$ cat config.mk
export PLATFORM = sky130hd
export DESIGN_NAME = pipelined_adder
export DESIGN_NICKNAME = d
export VERILOG_FILES = /design/src/rtl/adder_pkg.sv /design/src/rtl/seg_adder.sv /design/src/rtl/pipelined_adder.sv
export SDC_FILE = /design/constraint.sdc
export NUM_CORES = 1
export LEC_CHECK = 0
export CAP_MARGIN = 5
export CORE_MARGIN = 5
export CORE_UTILIZATION = 61
export CTS_BUF_LIST = sky130_fd_sc_hd__clkbuf_8
export DETAILED_ROUTE_END_ITERATION = 16
export HOLD_SLACK_MARGIN = 0.05
export PLACE_DENSITY = 0.83
export SLEW_MARGIN = 20
export SYNTH_ARGS = -nofsm -noshare
export SYNTH_HDL_FRONTEND = slang
export SYNTH_HIERARCHICAL = 1
export SYNTH_SLANG_ARGS = --single-unit
export TNS_END_PERCENT = 20
$ cat constraint.sdc
create_clock -name clk_i -period 8.2 [get_ports clk_i]
set_input_delay 1.64 -clock clk_i [delete_from_list [all_inputs] [get_ports clk_i]]
set_output_delay 1.64 -clock clk_i [all_outputs]
set_load 0.005 [all_outputs]
$ cat src/rtl/adder_pkg.sv
// Shared definitions for the pipelined adder/subtractor.
//   num_stages : pipeline depth for a given operand width and segment width
//   seg_lsb    : lowest operand bit handled by a given stage
package adder_pkg;

  // Number of carry-chain segments. This is also the pipeline depth and the latency in cycles.
  // WIDTH must be an integer multiple of SEG.
  function automatic int unsigned num_stages(int unsigned width, int unsigned seg);
    return width / seg;
  endfunction

  // Bit offset of the segment resolved by stage k.
  function automatic int unsigned seg_lsb(int unsigned k, int unsigned seg);
    return k * seg;
  endfunction

endpackage

$ cat src/rtl/seg_adder.sv
// Combinational SEG-bit ripple-carry adder built from full-adder cells.
// Ports:
//   a_i, b_i    : segment operands
//   cin_i       : carry into bit 0
//   s_o         : segment sum
//   cout_o      : carry out of the top bit
//   c_msb_in_o  : carry into the top bit (signed overflow = cout ^ c_msb_in)
module seg_adder #(
  parameter int unsigned SEG = 4
) (
  input  logic [SEG-1:0] a_i,
  input  logic [SEG-1:0] b_i,
  input  logic           cin_i,
  output logic [SEG-1:0] s_o,
  output logic           cout_o,
  output logic           c_msb_in_o
);

  logic [SEG:0] c;

  assign c[0] = cin_i;

  for (genvar i = 0; i < SEG; i++) begin : g_fa
    assign s_o[i]   = a_i[i] ^ b_i[i] ^ c[i];
    assign c[i + 1] = (a_i[i] & b_i[i]) | (c[i] & (a_i[i] ^ b_i[i]));
  end

  assign cout_o     = c[SEG];
  assign c_msb_in_o = c[SEG-1];

endmodule

$ cat src/rtl/pipelined_adder.sv
// Pipelined WIDTH-bit adder/subtractor with a valid/ready handshake. The carry chain is
// split into SEG-bit segments, and each pipeline stage resolves one segment.
// Ports:
//   clk_i, rst_i             : clock; asynchronous active-high reset
//   in_valid_i / in_ready_o  : operand handshake (in_ready_o is combinational)
//   a_i, b_i, cin_i, sub_i   : operands; sub_i=1 computes a - b - cin
//   out_valid_o / out_ready_i: result handshake
//   s_o, cout_o, ovf_o       : result, raw carry out of the MSB, signed overflow
module pipelined_adder
  import adder_pkg::*;
#(
  parameter int unsigned WIDTH = 16,
  parameter int unsigned SEG   = 4
) (
  input  logic             clk_i,
  input  logic             rst_i,
  input  logic             in_valid_i,
  output logic             in_ready_o,
  input  logic [WIDTH-1:0] a_i,
  input  logic [WIDTH-1:0] b_i,
  input  logic             cin_i,
  input  logic             sub_i,
  output logic             out_valid_o,
  input  logic             out_ready_i,
  output logic [WIDTH-1:0] s_o,
  output logic             cout_o,
  output logic             ovf_o
);

  localparam int unsigned Stages = num_stages(WIDTH, SEG);
  localparam int unsigned Last   = Stages - 1;

  // One pipeline stage record. sum holds the bits resolved so far. a/b carry the operands
  // forward; only the bits above the resolved segment are consumed downstream.
  typedef struct packed {
    logic             valid;
    logic             carry;
    logic [WIDTH-1:0] sum;
    logic [WIDTH-1:0] a;
    logic [WIDTH-1:0] b;
  } stage_t;

  stage_t st_q [Stages];
  stage_t st_d [Stages];
  logic   seg_ovf [Stages];
  logic   ovf_q, ovf_d;

  logic             advance;
  logic [WIDTH-1:0] b_eff;
  logic             cin_eff;

  // A single global stall: every stage shifts together or holds together.
  assign advance    = !st_q[Last].valid || out_ready_i;
  assign in_ready_o = advance;

  // a - b - cin == a + ~b + ~cin
  assign b_eff   = sub_i ? ~b_i : b_i;
  assign cin_eff = cin_i ^ sub_i;

  for (genvar k = 0; k < Stages; k++) begin : g_stage
    logic [WIDTH-1:0] op_a, op_b, sum_prev, sum_nx;
    logic             c_prev, v_prev;
    logic [SEG-1:0]   seg_s;
    logic             seg_co, seg_cm;

    if (k == 0) begin : g_first
      assign op_a     = a_i;
      assign op_b     = b_eff;
      assign sum_prev = '0;
      assign c_prev   = cin_eff;
      assign v_prev   = in_valid_i;
    end else begin : g_next
      assign op_a     = st_q[k-1].a;
      assign op_b     = st_q[k-1].b;
      assign sum_prev = st_q[k-1].sum;
      assign c_prev   = st_q[k-1].carry;
      assign v_prev   = st_q[k-1].valid;
    end

    seg_adder #(
      .SEG (SEG)
    ) u_seg (
      .a_i        (op_a[seg_lsb(k, SEG) +: SEG]),
      .b_i        (op_b[seg_lsb(k, SEG) +: SEG]),
      .cin_i      (c_prev),
      .s_o        (seg_s),
      .cout_o     (seg_co),
      .c_msb_in_o (seg_cm)
    );

    always_comb begin
      sum_nx = sum_prev;
      sum_nx[seg_lsb(k, SEG) +: SEG] = seg_s;
    end

    assign seg_ovf[k] = seg_co ^ seg_cm;

    assign st_d[k] = '{valid: v_prev, carry: seg_co, sum: sum_nx, a: op_a, b: op_b};
  end

  // Only the MSB segment's overflow is architecturally meaningful.
  assign ovf_d = seg_ovf[Last];

  always_ff @(posedge clk_i or posedge rst_i) begin
    if (rst_i) begin
      for (int k = 0; k < Stages; k++) begin
        st_q[k] <= '0;
      end
      ovf_q <= 1'b0;
    end else if (advance) begin
      for (int k = 0; k < Stages; k++) begin
        st_q[k] <= st_d[k];
      end
      ovf_q <= ovf_d;
    end
  end

  assign out_valid_o = st_q[Last].valid;
  assign s_o         = st_q[Last].sum;
  assign cout_o      = st_q[Last].carry;
  assign ovf_o       = ovf_q;

endmodule

==> flow_summary.toml, run 1 <==
[sta]
max_slew_margin_pct = 27.42
fin_setup_tns_ns = 0
final.period_utilization_pct = 55.48
finalCriticalPeriod_ns = 4.549
postLayoutSetupSlackWorst_ns = 3.651
setup_violations = 0
clock-skew-final_ns = 0.008248
rsz0062_at_grt = "false"
fmax_mhz = 219.8
slew_violations = 0
hold_viol_final = 0
hold_ws_ns = 0.4652
worstMarginPinSlew_ns = 1.089

[logic_synthesis]
netlist.area_leader.share_pct = 56.58
synthFlopType = "dfrtp_1"
synthDistinctLibCells = 11
synth_top_area_cell = "dfrtp_1"
synth_edf_count = 0
synthTopCellsByCount = "dfrtp_1, mux2_2, inv_1, mux2_4, xor2_1"
synth_xor_area_share_pct = 3.675
synth_cells = 275
syn_area_um2 = 4290
synth-adder-area-share_pct = 7.466
synth_seq_cells = 97
synth-simple-area-share_pct = 0.4666
syn_nets = 329
yosysMostFrequentCell = "dfrtp_1"
synthTopCellsByArea = "dfrtp_1, mux2_2, fa_1"
seq_area_frac_synth_pct = 56.58
synth_top_family_by_area = "multiplexers"
yosysWarningCount = 6
async_reset_ff_share_pct = 100.0
syn_avg_cell_area_um2 = 15.60
muxShareOfSynthArea_pct = 26.77
synth_compound_area_share_pct = 0

[worst_hold_path]
min_from = "g_stage[3].v_prev"
min_path_type = "flip-flop to flip-flop"
hold_path_end = "out_valid_o"
holdPathStages = 1

[global_routing]
antenna_found_initial = 0
grt_use_total_pct = 16.81
grt_max_degree = 83
grt_pass1_wl_mm = 11.41
overflow = 0
grt_pass1_vias = 2412

[setup_path]
slowest_delay_ns = 0.55
path_buf_inv = 2
crit_slowest_cell = "clkdlybuf4s50_1"
r2r_end = "s_o[15]"
cp.arrival_ns = 2.91
cp-start-kind = "primary input"
crit_top_cell = "clkdlybuf4s50_1"
cp_data_required_time_ns = 6.56
cp-end-kind = "output pin"
crit_path_max_fanout = 17
rr_startpoint = "g_stage[3].op_a[12]"
cp_top_family = "buffers and inverters"
crit_chain = "clkdlybuf4s50_1 > nand2b_4 > clkdlybuf4s50_1"
ff2ff_setup_slack_ns = 5.90
r2r_cells = 7
critPathKind = "primary input to output pin"

[drt]
dr.pass1.iters = 4
wl_per_cell_um = 14.66
drt-vias-per-instance = 4.931
first_iter_violations = 101
drc = 0
vias = 2140
totalWireLength_mm = 6.364
ant_nets = 0

[placed_design]
place_worst_setup_slack_ns = 3.651
portBuffers = 57
place.gp.congestion = 0.7022
dp_hpwl_mm = 4.434

[finish]
post-route-util_pct = 74.95
insertedDiodeCount = 0
nets = 387
drive_gt1_share_pct = 34.32
nFillCells = 469
regArea_um2 = 2427
multi_input_area_um2 = 1647
area_growth_pct = 19.34

[clock_network]
cts_resized = 0
cts.sinks = 97
clkTransAtPathRegs_ns = 0.08
root_buffer = "clkbuf_8"
postCtsSetupBuffers = 0
clk_latency_ns = 0.35
h-tree-depth = 3
cts_buffers = 9
clock_path_buffers = 2
postCtsHoldBufs = 0
cts_tree = "yes"

[floorplan]
die_area_um2 = 8811
die_h_um = 93.87
coreArea_um2 = 6832
die_x_um = 93.87
start_util_pct = 62.80
pin_count = 58
rows = 30

[power_and_ir_drop]
ir_drop_uv = 264.8
p_leak_nw = 2.326
power_per_cell_area_nw_per_um2 = 356.3
p_total_w = 0.001824

[run]
drv_cap = 0

[outcome]
status = "finished, final reports clean"
-- registers in the layout, summed over array words and instances (netlist names) --
signal	count
ovf_o	1
cout_o	1
g_stage.op_a	24
g_stage.c_prev	3
g_stage.op_b	24
s_o	16
g_stage.v_prev	3
g_stage.sum_prev	24
out_valid_o	1
-- worst max path at each step --
| stage | start | to | slack (ns) | cells past startpoint |
|---|---|---|---|---|
| final | out_ready_i | in_ready_o | 3.65 | 3 |
| after global routing | out_ready_i | in_ready_o | 3.62 | 3 |
| after CTS | out_ready_i | in_ready_o | 3.65 | 3 |
| after detailed placement | out_ready_i | in_ready_o | 3.65 | 3 |
| after global placement | out_ready_i | in_ready_o | 3.67 | 3 |
| after floorplan | rst_i | cout_o | 4.03 | 1 |
-- cell families after synthesis --
family                     after synthesis
DFF                                     97
muxes                                   96
buffers and inverters                   46
xor gates and xnor gates                18
adders and majority gates               16
and+or+nand+nor                          2
-- final cells by class --
cell class / count / area share (%)
flip-flops and latches: 97 / 47.41
clock inverters: 5 / 1.075
repair buffers: 60 / 11.58
clock buffers: 11 / 2.957
inverters: 33 / 2.468
multi-input cells: 132 / 32.16
well taps: 96 / 2.346
-- where the power goes --
| part | internal, W | leakage, nW | switching (W) |
|---|---|---|---|
| logic | 0.000451 | 1.09 | 0.000246 |
| clock network | 0.000157 | 0.107 | 0.000153 |
| registers | 0.000697 | 1.13 | 0.000120 |
| total | 0.00130 | 2.33 | 0.000520 |
-- per-stage QoR --
step,area (µm²),std cells
6_report,5120,434
3_3_place_gp,4913,418
4_1_cts,5120,434
2_1_floorplan,4290,275
5_1_grt,5120,434
3_5_place_dp,4913,418
-- worst register-to-register path: stages, from the launching register on --
cell and delay, ns:
dfrtp_1 0.39, fa_1 0.18, inv_1 0.05, fa_1 0.37, fa_1 0.41, inv_1 0.12
fa_1 0.41, mux2_2 0.26
-- layout by cell type, fill, tap and decap left out --
cell	netlist	final
mux2_2	78	78
inv_4	0	1
xor2_1	18	18
nand2b_4	1	1
clkinv_2	0	1
clkinv_4	0	1
bufinv_16	0	1
clkdlybuf4s50_1	0	57
dfrtp_1	97	97
clkbuf_8	0	11
mux2_4	18	18
fa_1	16	16
nand2b_1	1	1
inv_1	33	33
clkinvlp_4	0	1
buf_4	1	3
-- layer usage --
metal | wire (µm) | GRT usage [%] | vias up
li1 | - | - | 1011
met1 | 2816 | 22.17 | 1083
met2 | 3242 | 26.85 | 37
met3 | 214 | 3.686 | 9
met4 | 91 | 7.461 | 0
met5 | 0 | 0 | -
Power figures use the tool's default switching activity.
==> run 2, diff against run 1 <==
--- a/config.mk
+++ b/config.mk
@@ -7,11 +7,11 @@
 export LEC_CHECK = 0
 export CAP_MARGIN = 5
 export CORE_MARGIN = 5
-export CORE_UTILIZATION = 61
+export CORE_UTILIZATION = 51
 export CTS_BUF_LIST = sky130_fd_sc_hd__clkbuf_8
 export DETAILED_ROUTE_END_ITERATION = 16
 export HOLD_SLACK_MARGIN = 0.05
-export PLACE_DENSITY = 0.83
+export PLACE_DENSITY = 0.74
 export SLEW_MARGIN = 20
 export SYNTH_ARGS = -nofsm -noshare
 export SYNTH_HDL_FRONTEND = slang
==> constraint.sdc (replaced) <==
create_clock -name clk_i -period 3.8 [get_ports clk_i]
set_input_delay 0.76 -clock clk_i [delete_from_list [all_inputs] [get_ports clk_i]]
set_output_delay 0.76 -clock clk_i [all_outputs]
set_load 0.005 [all_outputs]
==> run 2 against run 1 <==
Sequential cell count did not move. Largest power group unchanged. Global-route usage down 2.6 points. Final area fell by 0.24%. Wire length is 1.6% higher. Hold slack improved by 0.023 ns. Combinational power increased by 110%. Core utilization shrank 13 points. First-iteration DRC count down 56%. Register-to-register slack got worse by 4.4 ns.
==> flow_summary.toml, run 2 (synthesized netlist as in run 1, its figures left out) <==
[setup_path]
cp-end-kind = "flip-flop"
crit_slowest_cell = "clkdlybuf4s50_1"
cp_data_required_time_ns = 4.03
crit_top_cell = "fa_1"
cp.arrival_ns = 3.35
crit_chain = "clkdlybuf4s50_1 > xor2_1 > fa_1 > inv_1 > fa_1 > fa_1 > inv_1 > fa_1 > mux2_2"
cp-start-kind = "primary input"
crit_path_max_fanout = 4
cp_top_family = "adder cells"
slowest_delay_ns = 0.58
critPathKind = "primary input to flip-flop"
path_buf_inv = 3

[global_routing]
grt_max_degree = 98
antenna_found_initial = 0
grt_use_total_pct = 14.21
overflow = 0
grt_pass1_wl_mm = 11.33
grt_pass1_vias = 2331

[finish]
layoutNonFillerInstCount = 441
final_common_cell = "dfrtp_1"
nFillCells = 655
area_growth_pct = 19.04
insertedDiodeCount = 0
nets = 387
drive_gt1_share_pct = 34.23
fin_area_um2 = 5107
final_cell_mix = "dfrtp_1, mux2_2, clkdlybuf4s50_1"

[run]
drv_cap = 0

[drt]
ant_nets = 0
vias = 2119
first_iter_violations = 44
wl_per_cell_um = 14.67
totalWireLength_mm = 6.469
dr.pass1.iters = 4
drc = 0
drt-vias-per-instance = 4.805

[worst_hold_path]
min_path_type = "flip-flop to flip-flop"

[placed_design]
portBuffers = 57
dp_cells = 427
dpl-instance-area_um2 = 4950
place.gp.congestion = 0.7062
dp_hpwl_mm = 4.537

[outcome]
status = "finished, final reports clean"

[power_and_ir_drop]
power_per_cell_area_nw_per_um2 = 746.0
p_leak_nw = 2.306
ir_drop_uv = 358.8

[floorplan]
pin_count = 58
coreArea_um2 = 8217
die_h_um = 101.7
die_x_um = 101.7
die_area_um2 = 10350
rows = 33
start_util_pct = 52.22

[clock_network]
postCtsHoldBufs = 0
root_buffer = "clkbuf_8"
clk_latency_ns = 0.35
cts_tree = "yes"
cts.sinks = 97
cts_resized = 0
postCtsSetupBuffers = 0
clock_path_buffers = 2
cts_buffers = 9
h-tree-depth = 3
clkTransAtPathRegs_ns = 0.08

[sta]
clock-skew-final_ns = 0.01350
setup_violations = 0
hold_viol_final = 0
max_slew_margin_pct = 63.88
finalCriticalPeriod_ns = 3.122
worstMarginPinSlew_ns = 0.5418
fmax_mhz = 320.4
fin_setup_tns_ns = 0
slew_violations = 0
final.period_utilization_pct = 82.15
rsz0062_at_grt = "false"
==> run 2: final timing paths <==
check | startpoint | end | depth (start not counted) | slack, ns
setup / recovery | sub_i | g_stage[1].sum_prev[3] | 9 | 0.68
hold / removal | g_stage[3].v_prev | out_valid_o | 1 | 0.49
setup reg to reg | g_stage[3].op_b[12] | s_o[15] | 7 | 1.46
hold reg to reg | g_stage[3].v_prev | out_valid_o | 1 | 0.49
max in group asynchronous | rst_i | g_stage[2].sum_prev[7] | 3 | 2.30
min in group asynchronous | rst_i | g_stage[2].op_a[14] | 2 | 0.81
==> run 2: metal layers <==
metal  part of all wire, %  global-route usage, %  up-vias
met2                    47                  21.48       41
met5                     0                      0        -
met3                   5.0                  3.099       10
met4                   1.7                  6.135        0
li1                      -                      -     1007
met1                    46                  19.93     1061
==> run 2: final cells by class <==
type,count,area [µm²],share of cell area [%]
multi-input combinational,132,1647,32.24
timing repair buffer,60,618.1,12.10
tap,105,131.4,2.572
clock inverter,5,33.78,0.6614
sequential,97,2427,47.53
inverter,33,126.4,2.474
clock buffer,9,123.9,2.425
==> run 2: worst reg2reg max path: cells and delay by family (launching register included) <==
family	cells	cell delay (ns)
adder cells (fa/ha/maj)	4	1.40
flip-flops	1	0.39
multiplexers	1	0.26
buffers and inverters	2	0.18
==> run 2: report_power, final <==
group / switching [W] / internal (W)
clock: 0.000336 / 0.000231
sequential: 0.000258 / 0.00150
combinational: 0.000514 / 0.000968
==> run 2: stage by stage <==
step / setup slack [ns] / utilization, % / power, W / hold slack, ns
after global routing: 0.5611 / 62.16 / 0.004128 / 0.5205
final: 0.6784 / 62.16 / 0.003810 / 0.4880
after detailed placement: 0.3082 / 60.24 / 0.003306 / 0.4735
after global placement: 0.4290 / 60.24 / 0.003235 / 0.4521
after CTS: 0.6911 / 62.16 / 0.003878 / 0.4920
after floorplan: 0.5063 / - / 0.002817 / 0.4305
==> run 3, diff against run 2 <==
==> constraint.sdc (replaced) <==
create_clock -name clk_i -period 2.6 [get_ports clk_i]
set_input_delay 0.52 -clock clk_i [delete_from_list [all_inputs] [get_ports clk_i]]
set_output_delay 0.52 -clock clk_i [all_outputs]
set_load 0.005 [all_outputs]
==> run 3 against run 2 <==
Via count rose by 0.52%. Largest power group unchanged. Sequential cell count did not move. Total power rose by 51%. First-iteration DRC count fell by 41%. Register-to-register slack got worse by 1.2 ns. Hold slack got worse by 0.020 ns. Final area rose by 1.8%. Critical path type unchanged. Die area did not move. Highest routed layer unchanged. Sequential power rose by 47%. Core utilization rose by 1.1 points.
==> flow_summary.toml, run 3 (synthesized netlist as in run 1, its figures left out) <==
[placed_design]
portBuffers = 57
place_worst_setup_slack_ns = -0.6767
dp_hpwl_mm = 4.482
place.gp.congestion = 0.6920

[drt]
vias = 2130
first_iter_violations = 26
ant_nets = 0
drc = 0
dr.pass1.iters = 4
wl_per_cell_um = 14.43
totalWireLength_mm = 6.420
drt-vias-per-instance = 4.787

[finish]
drive_gt1_share_pct = 36.18
multi_input_area_um2 = 1664
final_common_cell = "dfrtp_1"
nets = 389
area_growth_pct = 21.14
insertedDiodeCount = 0
nFillCells = 615
regArea_um2 = 2427
final_cell_mix = "dfrtp_1, mux2_2, clkdlybuf4s50_1"

[global_routing]
grt_pass1_vias = 2334
grt_pass1_wl_mm = 11.36
grt_max_degree = 98
grt_use_total_pct = 14.24
antenna_found_initial = 0
overflow = 0

[sta]
max_slew_margin_pct = 63.79
setup_violations = 0
postLayoutSetupSlackWorst_ns = 0.07755
clock-skew-final_ns = 0.007521
fmax_mhz = 396.4
final.period_utilization_pct = 97.02
finalCriticalPeriod_ns = 2.522
worstMarginPinSlew_ns = 0.5431
slew_violations = 0
hold_viol_final = 0
hold_ws_ns = 0.4681
rsz0062_at_grt = "false"

[outcome]
status = "finished, final reports clean"

[floorplan]
pin_count = 58
start_util_pct = 52.22
die_x_um = 101.7
die_area_um2 = 10350
die_h_um = 101.7
rows = 33
coreArea_um2 = 8217

[clock_network]
clk_latency_ns = 0.35
h-tree-depth = 3
postCtsSetupBuffers = 0
cts.sinks = 97
cts_buffers = 9
postCtsHoldBufs = 0
clkTransAtPathRegs_ns = 0.08
cts_resized = 8
root_buffer = "clkbuf_8"
clock_path_buffers = 2
cts_tree = "yes"

[power_and_ir_drop]
p_leak_nw = 2.344
power_per_cell_area_nw_per_um2 = 1107
ir_drop_uv = 664.6

[setup_path]
crit_slowest_cell = "fa_1"
ff2ff_setup_slack_ns = 0.28
cp-end-kind = "flip-flop"
cp-start-kind = "primary input"
path_buf_inv = 3
crit_top_cell = "fa_1"
cp_top_family = "adder cells"
critPathKind = "primary input to flip-flop"
crit_chain = "clkdlybuf4s15_2 > xor2_2 > fa_2 > inv_1 > fa_1 > fa_1 > inv_1 > fa_1 > mux2_2"
crit_path_max_fanout = 5
cp_data_required_time_ns = 2.84
slowest_delay_ns = 0.40
cp.arrival_ns = 2.76

[run]
drv_cap = 0

[worst_hold_path]
min_path_type = "flip-flop to flip-flop"
run 3: cell types whose count changed in the layout (fill, tap and decap cells not counted), sizes merged:
cell	change
buf	+2
bufinv	+1
clkbuf	+3
clkdlybuf4s15	+1
clkdlybuf4s50	-3
clkinv	-1
clkinvlp	+1
dlygate4sd2	+2
inv	-2
run 3: layer usage:
layer  track usage, %  routed length (µm)  vias to the layer above
met4            5.828                  77                        0
li1                 -                   -                     1024
met5                0                   0                        -
met2            21.13                2975                       42
met1            19.99                3059                     1058
met3            3.857                 307                        6
run 3: layout make-up:
type                       instances  area share (%)
inverter                          33           2.455
multi-input combinational        132           32.02
tap                              105           2.528
clock inverter                     4          0.9629
timing repair buffer              62           12.16
sequential                        97           46.70
clock buffer                      12           3.178
run 3: final timing paths:
kind / from / end / depth (start not counted)
worst max-delay path: sub_i / g_stage[1].sum_prev[3] / 9
worst min-delay path: g_stage[3].v_prev / out_valid_o / 1
worst max register to register: g_stage[3].op_a[12] / s_o[15] / 7
worst min register to register: g_stage[3].v_prev / out_valid_o / 1
max in group asynchronous: rst_i / g_stage[2].op_b[9] / 3
min in group asynchronous: rst_i / g_stage[3].c_prev / 3
run 3: worst register-to-register path: cells and delay by family, from the launching register on:
kind | cells | cell delay [ns]
buffers and inverters | 2 | 0.18
multiplexers | 1 | 0.27
flip-flops | 1 | 0.39
adder cells (fa/ha/maj) | 4 | 1.39
run 3: per-stage QoR:
stage,instance area [µm²],power (W),utilization (%),instances,setup TNS (ns)
2_1_floorplan,4294,0.004117,-,275,-0.3100
3_3_place_gp,4966,0.004732,60.44,429,-1.177
3_5_place_dp,4966,0.004837,60.44,429,-1.373
4_1_cts,5197,0.005863,63.26,445,0
5_1_grt,5197,0.006230,63.26,445,0
6_report,5197,0.005753,63.26,445,0
run 3: where the power goes:
group	internal [W]	leakage, nW	total (W)	switching, W
clock	0.000522	0.105	0.00101	0.000490
sequential	0.00220	1.13	0.00258	0.000378
combinational	0.00142	1.11	0.00217	0.000750
